File: config.mk
export PLATFORM = sky130hd
export DESIGN_NAME = dm_arbiter
export DESIGN_NICKNAME = d
export VERILOG_FILES = /design/src/rtl/dm_pkg.sv /design/src/rtl/rr_arb2.sv /design/src/rtl/dm_arbiter.sv
export SDC_FILE = /design/constraint.sdc
export NUM_CORES = 1
export LEC_CHECK = 0
export BUFFER_PORTS_ARGS = -buffer_cell sky130_fd_sc_hd__buf_2
export CORE_ASPECT_RATIO = 1.75
export CORE_MARGIN = 3
export CORE_UTILIZATION = 48
export CTS_CLUSTER_SIZE = 10
export DETAILED_ROUTE_END_ITERATION = 10
export PLACE_DENSITY = 0.88
export SLEW_MARGIN = 40
export SYNTH_ARGS = -nofsm -noshare
export SYNTH_HDL_FRONTEND = slang
export SYNTH_SLANG_ARGS = --single-unit
File: constraint.sdc
create_clock -name clk -period 2.03 [get_ports clk]
set_input_delay 0 -clock clk [delete_from_list [all_inputs] [get_ports clk]]
set_output_delay 0 -clock clk [all_outputs]
set_load 0.005 [all_outputs]
File: src/rtl/dm_pkg.sv
// dm_pkg: op-code constants, arbiter state encoding and op helpers shared by the data-memory path.
// Latency: n/a (types, constants and pure functions only).
// Backpressure: n/a.
package dm_pkg;

  localparam logic [3:0] OP_LW  = 4'b0000;
  localparam logic [3:0] OP_LB  = 4'b0001;
  localparam logic [3:0] OP_LBU = 4'b0010;
  localparam logic [3:0] OP_LH  = 4'b0011;
  localparam logic [3:0] OP_LHU = 4'b0100;
  localparam logic [3:0] OP_SB  = 4'b0101;
  localparam logic [3:0] OP_SH  = 4'b0110;
  localparam logic [3:0] OP_SW  = 4'b0111;

  typedef enum logic [1:0] {
    IDLE   = 2'd0,
    ACCESS = 2'd1,
    RESP   = 2'd2
  } dm_state_e;

  // Op actually presented to the memory: loads never carry a store op code,
  // and any store that is not a byte/halfword store becomes a word store.
  function automatic logic [3:0] issue_op(input logic we, input logic [3:0] op);
    if (we) begin
      return (op == OP_SB || op == OP_SH) ? op : OP_SW;
    end
    return (op == OP_LB || op == OP_LBU || op == OP_LH || op == OP_LHU) ? op : OP_LW;
  endfunction

  // Alignment rule on the issued op: bytes anywhere, halfwords on even
  // addresses, everything else on word boundaries.
  function automatic logic misaligned(input logic [3:0] iop, input logic [1:0] off);
    case (iop)
      OP_LH, OP_LHU, OP_SH: return off[0];
      OP_LB, OP_LBU, OP_SB: return 1'b0;
      default:              return |off;
    endcase
  endfunction

endpackage

File: src/rtl/rr_arb2.sv
// rr_arb2: two-way round-robin grant; a tie goes to the port that did not win last time.
// Latency: grant is combinational from req; last_gnt updates on the edge a grant is taken.
// Backpressure: gnt_en low blocks all grants and freezes the priority state.
module rr_arb2
  import dm_pkg::*;
(
  input  logic       clk,
  input  logic       rstn,
  input  logic [1:0] req,
  input  logic       gnt_en,
  output logic       gnt_vld,
  output logic       gnt_id
);

  logic last_gnt;

  // Pick the single requester, or the one that is not last_gnt on a tie.
  always_comb begin
    gnt_vld = gnt_en & (|req);
    gnt_id  = 1'b0;
    case (req)
      2'b01:   gnt_id = 1'b0;
      2'b10:   gnt_id = 1'b1;
      2'b11:   gnt_id = ~last_gnt;
      default: gnt_id = 1'b0;
    endcase
  end

  // Remember the winner; reset to port 1 so port 0 wins the first tie.
  always_ff @(posedge clk or negedge rstn) begin
    if (!rstn) begin
      last_gnt <= 1'b1;
    end else if (gnt_vld) begin
      last_gnt <= gnt_id;
    end
  end

endmodule

File: src/rtl/dm_arbiter.sv
// dm_arbiter: shares the single-ported data memory between the MEM stage (p0) and the debug/DMA loader (p1).
// Latency: req sampled in IDLE, memory driven the next cycle, one-cycle ack the cycle after; 1 txn per 3 cycles.
// Backpressure: req is a level held until ack and is sampled only in IDLE; the losing port simply waits.
module dm_arbiter
  import dm_pkg::*;
#(
  parameter int ADDR_W = 9,
  parameter int DATA_W = 32
) (
  input  logic              clk,
  input  logic              rstn,
  input  logic              p0_req,
  input  logic              p0_we,
  input  logic [3:0]        p0_op,
  input  logic [ADDR_W-1:0] p0_addr,
  input  logic [DATA_W-1:0] p0_wdata,
  output logic              p0_ack,
  output logic              p0_err,
  output logic [DATA_W-1:0] p0_rdata,
  input  logic              p1_req,
  input  logic              p1_we,
  input  logic [3:0]        p1_op,
  input  logic [ADDR_W-1:0] p1_addr,
  input  logic [DATA_W-1:0] p1_wdata,
  output logic              p1_ack,
  output logic              p1_err,
  output logic [DATA_W-1:0] p1_rdata,
  output logic              dm_we,
  output logic [3:0]        dm_op,
  output logic [1:0]        dm_byte,
  output logic [ADDR_W-3:0] dm_addr,
  output logic [DATA_W-1:0] dm_wdata,
  input  logic [DATA_W-1:0] dm_rdata
);

  dm_state_e         state_q;
  dm_state_e         state_d;
  logic              arb_en;
  logic              gnt_vld;
  logic              gnt_id;

  logic              lat_id;
  logic              lat_we;
  logic [3:0]        lat_op;
  logic [ADDR_W-1:0] lat_addr;
  logic [DATA_W-1:0] lat_wdata;

  logic              err_q;
  logic [DATA_W-1:0] rdata0_q;
  logic [DATA_W-1:0] rdata1_q;

  logic [3:0]        iss_op;
  logic              mis;
  logic [DATA_W-1:0] lane_wdata;

  assign arb_en = (state_q == IDLE);

  rr_arb2 u_arb (
    .clk     (clk),
    .rstn    (rstn),
    .req     ({p1_req, p0_req}),
    .gnt_en  (arb_en),
    .gnt_vld (gnt_vld),
    .gnt_id  (gnt_id)
  );

  // State register; reset drops out of ACCESS at once so dm_we falls asynchronously.
  always_ff @(posedge clk or negedge rstn) begin
    if (!rstn) begin
      state_q <= IDLE;
    end else begin
      state_q <= state_d;
    end
  end

  // Fixed IDLE -> ACCESS -> RESP walk; only IDLE waits on a grant.
  always_comb begin
    state_d = state_q;
    case (state_q)
      IDLE:    if (gnt_vld) state_d = ACCESS;
      ACCESS:  state_d = RESP;
      RESP:    state_d = IDLE;
      default: state_d = IDLE;
    endcase
  end

  // Capture the winner's request so later changes on its inputs are ignored.
  always_ff @(posedge clk or negedge rstn) begin
    if (!rstn) begin
      lat_id    <= 1'b0;
      lat_we    <= 1'b0;
      lat_op    <= OP_LW;
      lat_addr  <= '0;
      lat_wdata <= '0;
    end else if (gnt_vld) begin
      lat_id <= gnt_id;
      if (gnt_id) begin
        lat_we    <= p1_we;
        lat_op    <= p1_op;
        lat_addr  <= p1_addr;
        lat_wdata <= p1_wdata;
      end else begin
        lat_we    <= p0_we;
        lat_op    <= p0_op;
        lat_addr  <= p0_addr;
        lat_wdata <= p0_wdata;
      end
    end
  end

  // Issued op, alignment and lane replication; the memory takes an upper
  // halfword from [31:16] and byte lane n from [8n+7:8n].
  always_comb begin
    iss_op = issue_op(lat_we, lat_op);
    mis    = misaligned(iss_op, lat_addr[1:0]);
    case (iss_op)
      OP_SH:   lane_wdata = {2{lat_wdata[15:0]}};
      OP_SB:   lane_wdata = {4{lat_wdata[7:0]}};
      default: lane_wdata = lat_wdata;
    endcase
  end

  // Memory lines carry the latched request only in ACCESS and idle at zero otherwise.
  always_comb begin
    dm_we    = 1'b0;
    dm_op    = OP_LW;
    dm_byte  = 2'b00;
    dm_addr  = '0;
    dm_wdata = '0;
    if (state_q == ACCESS) begin
      dm_we    = lat_we & ~mis;
      dm_op    = iss_op;
      dm_byte  = lat_addr[1:0];
      dm_addr  = lat_addr[ADDR_W-1:2];
      dm_wdata = lane_wdata;
    end
  end

  // Close the access: record err and update the owner's rdata on loads or errors.
  always_ff @(posedge clk or negedge rstn) begin
    if (!rstn) begin
      err_q    <= 1'b0;
      rdata0_q <= '0;
      rdata1_q <= '0;
    end else if (state_q == ACCESS) begin
      err_q <= mis;
      if (mis || !lat_we) begin
        if (lat_id) begin
          rdata1_q <= mis ? '0 : dm_rdata;
        end else begin
          rdata0_q <= mis ? '0 : dm_rdata;
        end
      end
    end
  end

  assign p0_ack   = (state_q == RESP) & ~lat_id;
  assign p1_ack   = (state_q == RESP) &  lat_id;
  assign p0_err   = p0_ack & err_q;
  assign p1_err   = p1_ack & err_q;
  assign p0_rdata = rdata0_q;
  assign p1_rdata = rdata1_q;

endmodule
# After elaboration in Yosys (flattened, before gate mapping)
# Cells that the tools add are included.
# word_totals
reg_bits	115
inputBits	128
# op_classes
n_eq_ne	17
mux	20
bitwise	9
n_reduce_logical	13
# op_table
op	n
two-way mux 32 bit	3
case mux 32 bit (2 select lines)	1
== test 4 x 3 -> 1 bit (second input constant)	6
two-way mux 4 bit	6
== test 4 x 2 -> 1 bit (second input constant)	4
two-way mux 9 bit	1
== test 4 x 1 -> 1 bit (second input constant)	2
two-way mux 7 bit	1
bitwise AND 1 bit	6
== test 2 bit (second input constant)	3
AND reduction 3 bit	2
OR reduction 3 bit	2
logical OR 1 bit	5
two-way mux 2 bit	2
case mux 1 bit (2 select lines)	2
case mux 2 bit (2 select lines)	1
OR reduction 2 bit	2
two-way mux 1 bit	3
inverter 1 bit	3
== test 2 x 1 -> 1 bit (second input constant)	1
logical NOT 2 bit	1
!= test 2 bit (second input constant)	1
logical NOT 1 bit	1

# Longest topological paths before layout
# Gate-level depths: netlist (run 1).
# depth
word_depth	12
ltp_mapped	7
depth_no_buf	4

# By module
# A second synthesis (run 1) with hierarchy kept.
# hier_totals
hier_cells	505
area_unflattened_um2	5491.5
# modules_own_cells
module	n_inst	cells_each	area_per_inst_um2	seq_area_each_um2
dm_arbiter	1	500	5439.0	2852.7
rr_arb2	1	5	52.6	26.3

# Least setup slack after synthesis (run 1)
# OpenSTA, ideal clock, no wires.
# synth_timing
path_type	reg2reg
start	reg lat_op[0]
end	reg rdata1_q[16] (netlist: p1_rdata[16])
t_arrival_ps	1596
required_time_ps	1909
setup_slack_ps	313
stages_incl_launch_ff	7
n_path_buf	2
synth_period_minus_slack_ps	1717
cell_sequence	dfrtp_1 buf_4 and2_2 a221oi_4 o32ai_2 buf_6 a32o_2
# synth_between
elab_chain_cells	11
word_cells_on_any_way	26
cone_classes	12 x eq/ne; 6 x mux; 8 x reduce/logical
# synth_lines
item	line_no	source
start, declared	dm_arbiter.sv:44	logic [3:0] lat_op;
start signal, assigned	dm_arbiter.sv:99	lat_op <= p1_op;
start signal, assigned	dm_arbiter.sv:104	lat_op <= p0_op;
== test 4 x 1 -> 1 bit / == test 4 x 2 -> 1 bit (equally long branches)	dm_pkg.sv:27	return (op == OP_LB || op == OP_LBU || op == OP_LH || op == OP_LHU) ? op : OP_LW;
logical OR 1 bit (3 in series)	dm_pkg.sv:27	
two-way mux 4 bit	dm_pkg.sv:27	
two-way mux 4 bit *	dm_pkg.sv:27	
== test 4 x 3 -> 1 bit, or another cell as far along	dm_pkg.sv:33	case (iop)
OR reduction 3 bit	dm_pkg.sv:33	
case mux 1 bit (2 select lines) *	dm_pkg.sv:33	
logical OR 1 bit	dm_arbiter.sv:147	if (mis || !lat_we) begin
AND reduction 3 bit (no source line)	-	
end signal, assigned	dm_arbiter.sv:149	rdata1_q <= mis ? '0 : dm_rdata;
end, declared	dm_arbiter.sv:50	logic [DATA_W-1:0] rdata1_q;
# Mark *: on every way between the ends. The rest lies on a longest branch, timed or not. The select of a mux whose other input is x is not followed.
# A chain may end at the register's enable or synchronous reset.

# Final worst setup path (run 1)
# layout_timing
start	reg u_arb.last_gnt
end	reg lat_wdata[1]
# layout_between
elab_chain_cells	3
# layout_lines
item	line_no	source
start, declared	rr_arb2.sv:15	logic last_gnt;
start signal, assigned	rr_arb2.sv:34	last_gnt <= gnt_id;
inverter 1 bit	rr_arb2.sv:24	2'b11: gnt_id = ~last_gnt;
case mux 1 bit (2 select lines)	rr_arb2.sv:21	case (req)
two-way mux 32 bit	dm_arbiter.sv:97	if (gnt_id) begin
end signal, assigned	dm_arbiter.sv:101	lat_wdata <= p1_wdata;
end signal, assigned	dm_arbiter.sv:106	lat_wdata <= p0_wdata;
end, declared	dm_arbiter.sv:46	logic [DATA_W-1:0] lat_wdata;
# No other way between the ends.

==> out/qor.csv, run 1 <==
metric,value,unit
Synth top area share,51.7,%
I/O pins,242,
final RePlAce weighted congestion,0.853,
Worst Path Arrival,2.48,ns
Post-synth EDFFs,0,
Synth async-reset ratio,100,%
final WL,25000,um
CP Max Fanout,19,
nets@finish,1027,
Clock transition at path regs,0.06,ns
Reg2Reg Depth,6,
area of the multi-input gates,0.00262,mm^2
cell count after synthesis,506,
MaxCap Viol Count,0,
layout cell share with drive strength beyond 1,43.0,%
# H-tree levels,4,
Fin. Hold Viols,1,
max-slew violation count,0,
Wirelength per Cell,24.0,um
Worst setup EP type,flip-flop,
minimum clock period,2.18,ns
Via Count,6589,
top cell type by total area after synthesis,dfrtp_1,
largest cells by area after synthesis,"dfrtp_1, mux2i_1, a32o_1",
vias in the first global route,6711,
Worst VDD drop,0.00119,V
die area,0.0129,mm^2
post-layout instance area,0.00940,mm^2
Longest Clk Path Bufs,2,
worst hold endpoint,lat_wdata[16],
mapped cell area,0.00552,mm^2
Synth top cells by count,"dfrtp_1, nor2_1, a21oi_1",
hold depth,3,
FILL cells,492,
combinational share of power,47.6,%
register area,0.00288,mm^2
drt via density,6.31,
Sw Pwr,5.85,mW
Setup Skew,0.0115,ns
GRT Residual Overflow,0,
remaining antenna violation count,0,
Cell Int Power,8.61,mW
startpoint type of the worst setup path,flip-flop,
Core ar.,0.0112,mm^2
Die X,87.0,um
drt first pass iters,7,
worst skew pair latency,0.41,ns
Clock Sinks,115,
Peak Freq,0.459,GHz
Synth Register Bits,115,
Rows,51,
clk root buf,clkbuf_16,
switching share of power,40.5,%
outcome,"finished, violations left",
Overall Power,14.5,mW
GR Util All Layers,33.9,%
Mapped Avg Cell Area,10.9,um^2
post-route clock period utilization,107,%
Worst Hold Launch,p0_wdata[16],
"Req. time, crit path",2.33,ns
clock network fraction of total power,23.3,%
hpwl dp,12100,um
FF-to-FF setup slack,-0.15,ns
I/O Buffers,240,
final hold slack,-0.0499,ns
Crit Reg-Reg Endpoint,lat_wdata[1],
violated checks,"hold timing, setup timing",
HP Class,primary input to flip-flop,
Placed Area,0.00702,mm^2
Layout area overhead,70.4,%
Yosys cell types,42,
Mapped Nets,634,
Starting Density,49.4,%
Pwr Density,1540,mW/mm^2
largest net degree at the start of global routing,59,
DR DRC count,0,
# setup viols final,37,
Chip Height,148,um
CTS tree,done,
Lkg Pwr,4.72,nW
initial drt markers,641,
CTS Buf Count,17,
Setup WS post-layout,-0.148,ns
first-pass GRT wire length,34000,um
top_reg_cell synth,dfrtp_1,
RSZ-0062 raised after global routing,true,
Synth Warn #,0,
most numerous cell in the Yosys netlist,dfrtp_1,
initial antenna violation count,1,
register share of total power,29.1,%
register area share after synthesis,52.2,%
r2r startpoint,u_arb.last_gnt,
Setup CP Type,flip-flop to flip-flop,
## worst max-delay path by stage
stage,from,end,slack [ns],cells after the start
global placement,lat_op[0],p1_rdata[17],-0.11,5
finish,u_arb.last_gnt,lat_wdata[1],-0.15,6
floorplan,lat_op[0],p1_rdata[16],0.31,6
global route,u_arb.last_gnt,lat_addr[0],-0.17,6
detailed placement,lat_op[1],p1_rdata[1],0.06,6
CTS,lat_op[3],dm_wdata[25],-0.03,7
## state kept, by name, summed over array words and instances (netlist names)
name / cells
p0_rdata: 32
lat_wdata: 32
err_q: 1
lat_addr: 9
lat_id: 1
lat_we: 1
p1_rdata: 32
lat_op: 4
state_q: 2
u_arb.last_gnt: 1
## power groups by stage
stage	Combinational [mW]	Sequential (mW)	Clock [mW]
after detailed placement	5.21	4.01	0
final	6.88	4.21	3.37
after CTS	5.66	3.99	3.35
after floorplan	3.10	3.84	0
after global routing	7.27	4.26	3.49
after global placement	4.89	3.96	0
## per-layer routing
layer	share of wire [%]	track usage, %
met1	31	35.3
met2	51	59.5
met3	9.5	7.75
met4	8.6	21.0
met5	0	0
## repair_timing
action / in CTS / in global routing
endpoints found under the setup margin: 18 / 39
hold buffers: 127 / 0
buffers inserted: 2 / 14
pin swaps: 1 / 13
cloned: 0 / 5
resized for setup: 6 / 61
hold endpoints to repair: 194 / 0
## worst max-delay path: stages (launching register included)
cell and delay (ns):
dfstp_2 0.59, a21boi_4 0.08, buf_4 0.18, clkbuf_16 0.22
mux2i_1 0.15, dlygate4sd3_1 0.59, a21oi_1 0.25
## cells in the final DEF, fill, tap and decap left out, types with 17 or more instances in the layout
master,Yosys,final
mux2i_1,54,51
dfrtp_1,114,112
a21oi_1,60,47
clkbuf_16,0,19
dlygate4sd3_1,0,126
a32o_1,49,47
nor2_1,74,71
buf_2,11,240
and2_1,18,18
a32o_2,15,17
nand2_1,24,23
buf_4,2,30
## final cells by class
cell class,instances,share of cell area [%]
antenna,1,0.0266
clock buffer,18,4.57
clock inverter,14,2.41
inverter,4,0.160
multi-input combinational,341,27.8
sequential,115,30.7
tap,132,1.76
timing repair buffer,420,32.6
## stage by stage
step           util, %  std cells  setup TNS [ns]  setup slack [ns]
4_1_cts           80.4       1026          -0.113           -0.0304
5_1_grt           84.2       1045           -5.51            -0.174
2_1_floorplan        -        506               0             0.313
3_3_place_gp      62.0        859           -4.23            -0.107
3_5_place_dp      62.9        865               0            0.0562
6_report          84.2       1045           -1.44            -0.148
## kinds of logic (layout without fill, tap and decap cells)
group / after synthesis / after routing / synth area share (%)
buf+inv: 50 / 456 / 4.88
xor+xnor: 3 / 3 / 0.476
other cells: 1 / 2 / 0.0680
simple gates: 130 / 130 / 10.7
compound gates: 153 / 153 / 21.8
flops: 115 / 115 / 52.2
mux: 54 / 54 / 9.80
Power figures use the tool's default switching activity.
==> run 2: changes to the inputs <==
Settings changed: CELL_PAD_IN_SITES_DETAIL_PLACEMENT from default to 0, CELL_PAD_IN_SITES_GLOBAL_PLACEMENT from default to 1, CORE_UTILIZATION 48 to 36.
==> run 2 against run 1 <==
- the run now ends clean
- cell count is 3.3% higher
- clock-buffer cell count stayed put
- worst hold slack better by 0.079 ns
- largest power group unchanged
- final area is 3.2% lower
- via count is 14% lower
- largest cell class is now registers
- core utilization is 23 points lower
- critical endpoint is now dm_wdata[24]
- clock skew is 0.00070 ns lower
- maximum frequency is 8.7% higher
- sequential power is 5.2% lower
==> out/qor.csv, run 2 (synthesis results as in run 1) <==
metric,value,unit
Clock Sinks,115,
Post-Layout Cell Count,1079,
pre-CTS setup slack,-0.00379,ns
Layout area overhead,64.9,%
Wirelength per Cell,17.6,um
final RePlAce weighted congestion,0.829,
FILL cells,1192,
nets@finish,1011,
minimum clock period,2.00,ns
GR Util All Layers,22.2,%
I/O pins,242,
Starting Density,37.0,%
DR DRC count,0,
largest net degree at the start of global routing,66,
Worst VDD drop,0.000625,V
GRT Residual Overflow,0,
most frequent cells in the layout,"buf_2, dlygate4sd3_1, dfrtp_1",
Die X,99.6,um
Fin. Hold Viols,0,
MaxCap Viol Count,0,
Rows,59,
vias in the first global route,5934,
Worst setup EP type,output port,
initial drt markers,191,
drt first pass iters,4,
# setup viols final,0,
"commonest non-fill, non-tap cell in the layout",buf_2,
final hold slack,0.0290,ns
Placed Cells,915,
clk root buf,clkbuf_16,
ant diodes,0,
CP Max Fanout,9,
worst skew pair latency,0.41,ns
Core ar.,0.0149,mm^2
hpwl dp,12500,um
final WL,19000,um
Longest Clk Path Bufs,2,
first-pass GRT wire length,29700,um
die area,0.0169,mm^2
"Req. time, crit path",2.03,ns
Worst Path Arrival,2.00,ns
drt via density,5.28,
Setup WS post-layout,0.0272,ns
remaining antenna violation count,0,
RSZ-0062 raised after global routing,true,
Setup Skew,0.0108,ns
HP Class,primary input to flip-flop,
Overall Power,12.9,mW
Setup CP Type,flip-flop to output port,
I/O Buffers,240,
Peak Freq,0.499,GHz
Lkg Pwr,4.55,nW
initial antenna violation count,0,
Via Count,5694,
Clock transition at path regs,0.05,ns
CTS tree,done,
post-route clock period utilization,98.7,%
Pwr Density,1420,mW/mm^2
outcome,"complete, no violations",
Chip Height,170,um
# H-tree levels,4,
max-slew violation count,0,
startpoint type of the worst setup path,flip-flop,
CTS Buf Count,17,
layout cell share with drive strength beyond 1,40.3,%
[run 2: worst paths after layout]
check | end | depth (start not counted) | slack [ns] | from
min | lat_we | 3 | 0.03 | p0_we
min in group asynchronous | p1_rdata[14] | 2 | 0.05 | rstn
max | dm_wdata[24] | 7 | 0.03 | lat_we
max reg2reg | p0_rdata[18] | 6 | 0.08 | lat_op[2]
max in group asynchronous | lat_op[0] | 3 | 1.27 | rstn
min reg2reg | p1_rdata[13] | 1 | 0.49 | p1_rdata[13]
[run 2: metal layers]
metal / global-route usage [%] / vias up / routed length, um
met1: 24.7 / 2822 / 6980
met4: 6.30 / 0 / 322
met2: 41.5 / 213 / 10600
li1: - / 2630 / -
met3: 5.14 / 29 / 1070
met5: 0 / - / 0
[run 2: final cells by class]
| cell class | instances | area [um^2] | area share, % |
|---|---|---|---|
| inverters | 4 | 15.0 | 0.165 |
| multi-input cells | 341 | 2530 | 27.9 |
| clock buffers | 18 | 429 | 4.72 |
| flip-flops and latches | 115 | 2880 | 31.7 |
| clock inverters | 14 | 156 | 1.72 |
| well taps | 183 | 229 | 2.52 |
| repair buffers | 404 | 2850 | 31.3 |
[run 2: per-stage QoR]
stage | TNS, ns | cell area [um^2] | utilization (%)
after global routing | -1.58 | 9090 | 61.0
after floorplan | 0 | 5520 | -
after global placement | -3.30 | 7010 | 47.0
after CTS | -0.00318 | 8970 | 60.1
after detailed placement | -0.00379 | 7050 | 47.3
final | 0 | 9090 | 61.0
[run 2: timing repair]
item / in CTS / in global routing
hold buffers: 125 / 0
resized for setup: 16 / 21
setup buffers: 2 / 3
endpoints found under the hold margin: 225 / 0
setup endpoints to repair: 25 / 81
cloned: 1 / 1
pin swaps: 3 / 8
[run 2: worst max-delay path: stages, from the launching register on]
cell      delay [ns]
dfrtp_2         0.45
buf_4           0.20
xor2_1          0.25
nor3_4          0.07
buf_12          0.14
a221oi_1        0.26
nor2_1          0.09
buf_2           0.14
[run 2: power breakdown]
| part | switching (mW) | total (mW) | leakage [nW] | internal (mW) |
|---|---|---|---|---|
| logic | 3.16 | 6.00 | 2.82 | 2.84 |
| registers | 0.702 | 3.99 | 1.45 | 3.28 |
| clock network | 1.13 | 2.95 | 0.285 | 1.82 |
==> run 3: changes to the inputs <==
Settings changed: CORE_UTILIZATION 36 to 23, PLACE_DENSITY 0.88 to 0.67.
==> run 3 against run 2 <==
- global-route usage down 7.1 points
- critical endpoint is now dm_wdata[30]
- final area up 1.7%
- setup slack better by 0.064 ns
- flip-flop and latch count unchanged
- highest routed layer unchanged
- clock power up 6%
- maximum frequency up 3.3%
==> out/qor.csv, run 3 (synthesis results as in run 1) <==
metric,value,unit
hpwl dp,13900,um
die area,0.0259,mm^2
# H-tree levels,4,
Placed Cells,1028,
clock network fraction of total power,24.1,%
Longest Clk Path Bufs,2,
Clock Sinks,115,
drt first pass iters,4,
Pwr Density,1410,mW/mm^2
CP Capture Point,dm_wdata[30],
GR Util All Layers,15.1,%
Worst setup EP type,output port,
Post-Layout Cell Count,1192,
Die X,123,um
Post-Route Utilization,39.3,%
drt via density,4.62,
Starting Density,23.5,%
remaining antenna violation count,0,
layout cell share with drive strength beyond 1,38.6,%
Setup WS post-layout,0.0916,ns
pre-CTS setup slack,0.113,ns
Chip Height,211,um
worst skew pair latency,0.41,ns
CTS tree,done,
max-slew violation count,0,
minimum clock period,1.94,ns
Crit Reg-Reg Endpoint,lat_we,
Core ar.,0.0235,mm^2
register share of total power,31.3,%
Placed Area,0.00721,mm^2
MaxCap Viol Count,0,
Rows,74,
Lkg Pwr,4.52,nW
Setup TNS,0,ns
register area,0.00289,mm^2
startpoint type of the worst setup path,flip-flop,
nets@finish,1004,
Worst VDD drop,0.000528,V
outcome,"complete, no violations",
CTS Buf Count,17,
Setup CP Type,flip-flop to output port,
RSZ-0062 raised after global routing,true,
"Req. time, crit path",2.03,ns
switching share of power,37.1,%
FILL cells,2358,
combinational share of power,44.7,%
Layout area overhead,67.6,%
vias in the first global route,5742,
DR DRC count,0,
final RePlAce weighted congestion,0.778,
Peak Freq,0.516,GHz
Reg2Reg Depth,5,
Cell Int Power,8.19,mW
Setup Skew,0.00814,ns
Sw Pwr,4.83,mW
GRT Residual Overflow,0,
Clock transition at path regs,0.05,ns
Wirelength per Cell,16.4,um
crit path from,lat_op[0],
Worst Path Arrival,1.94,ns
"commonest non-fill, non-tap cell in the layout",buf_2,
Via Count,5502,
most frequent cells in the layout,"buf_2, dlygate4sd3_1, dfrtp_1",
initial antenna violation count,0,
initial drt markers,166,
largest net degree at the start of global routing,65,
r2r startpoint,u_arb.last_gnt,
Fin. Hold Viols,0,
post-route clock period utilization,95.5,%
first-pass GRT wire length,30000,um
area of the multi-input gates,0.00251,mm^2
CP Max Fanout,7,
ant diodes,0,
final WL,19500,um
HP Class,primary input to flip-flop,
# setup viols final,0,
I/O Buffers,240,
post-layout instance area,0.00925,mm^2
clk root buf,clkbuf_16,
FF-to-FF setup slack,0.10,ns
I/O pins,242,
run 3: cell types whose count changed in the layout (fill, tap and decap cells not counted), sizes merged:
| cell | before | now |
|---|---|---|
| buf | 279 | 270 |
| clkinv | 9 | 5 |
| clkbuf | 18 | 21 |
| bufinv | 2 | 4 |
| dlygate4sd3 | 125 | 127 |
| inv | 6 | 4 |
run 3: worst max-delay path, stage by stage, from the launching register on:
cell	delay, ns
dfrtp_2	0.46
buf_4	0.17
nand2b_4	0.15
nor3_1	0.08
buf_4	0.17
a221oi_1	0.28
nor2_1	0.09
buf_2	0.14
run 3: cell type report:
cell class                      count  area share (%)
Sequential cell                   115            31.2
Timing Repair Buffer              397            30.7
Multi-Input combinational cell    341            27.2
Clock buffer                       21            4.98
Tap cell                          304            4.11
Clock inverter                     10            1.69
Inverter                            4           0.189
run 3: worst min-delay path by stage:
stage	depth (start not counted)	from	slack (ns)	endpoint
2_1_floorplan	0	rstn	-0.30	err_q
3_3_place_gp	1	rstn	-0.01	lat_addr[5]
3_5_place_dp	1	rstn	-0.006	lat_id
4_1_cts	2	p1_req	0.07	state_q[0]
5_1_grt	2	p1_req	0.09	state_q[0]
6_report	2	p1_req	0.10	state_q[0]
run 3: power by group through the flow:
stage	logic (mW)	registers [mW]	clock network (mW)
floorplan	3.10	3.84	0
global placement	5.18	4.11	0
detailed placement	5.27	4.14	0
CTS	5.77	4.10	3.25
global route	6.44	4.21	3.33
finish	5.82	4.07	3.14
run 3: routing by layer:
metal | GRT usage (%) | routed length [um]
met3 | 3.70 | 903
met1 | 15.0 | 7070
met2 | 28.9 | 11000
met5 | 0 | 0
met4 | 6.65 | 547
run 3: timing repair:
| item | 4_1_cts | 5_1_grt |
|---|---|---|
| resized for setup | 14 | 11 |
| hold endpoints to repair | 160 | 0 |
| pin swaps | 1 | 2 |
| setup buffers | 3 | 3 |
| hold buffers | 127 | 0 |
| setup endpoints to repair | 27 | 18 |
run 3: metrics by stage:
step | hold slack (ns) | total power, mW
after detailed placement | -0.00556 | 9.40
after global routing | 0.0907 | 14.0
after floorplan | -0.296 | 6.94
after CTS | 0.0675 | 13.1
final | 0.104 | 13.0
after global placement | -0.00997 | 9.29
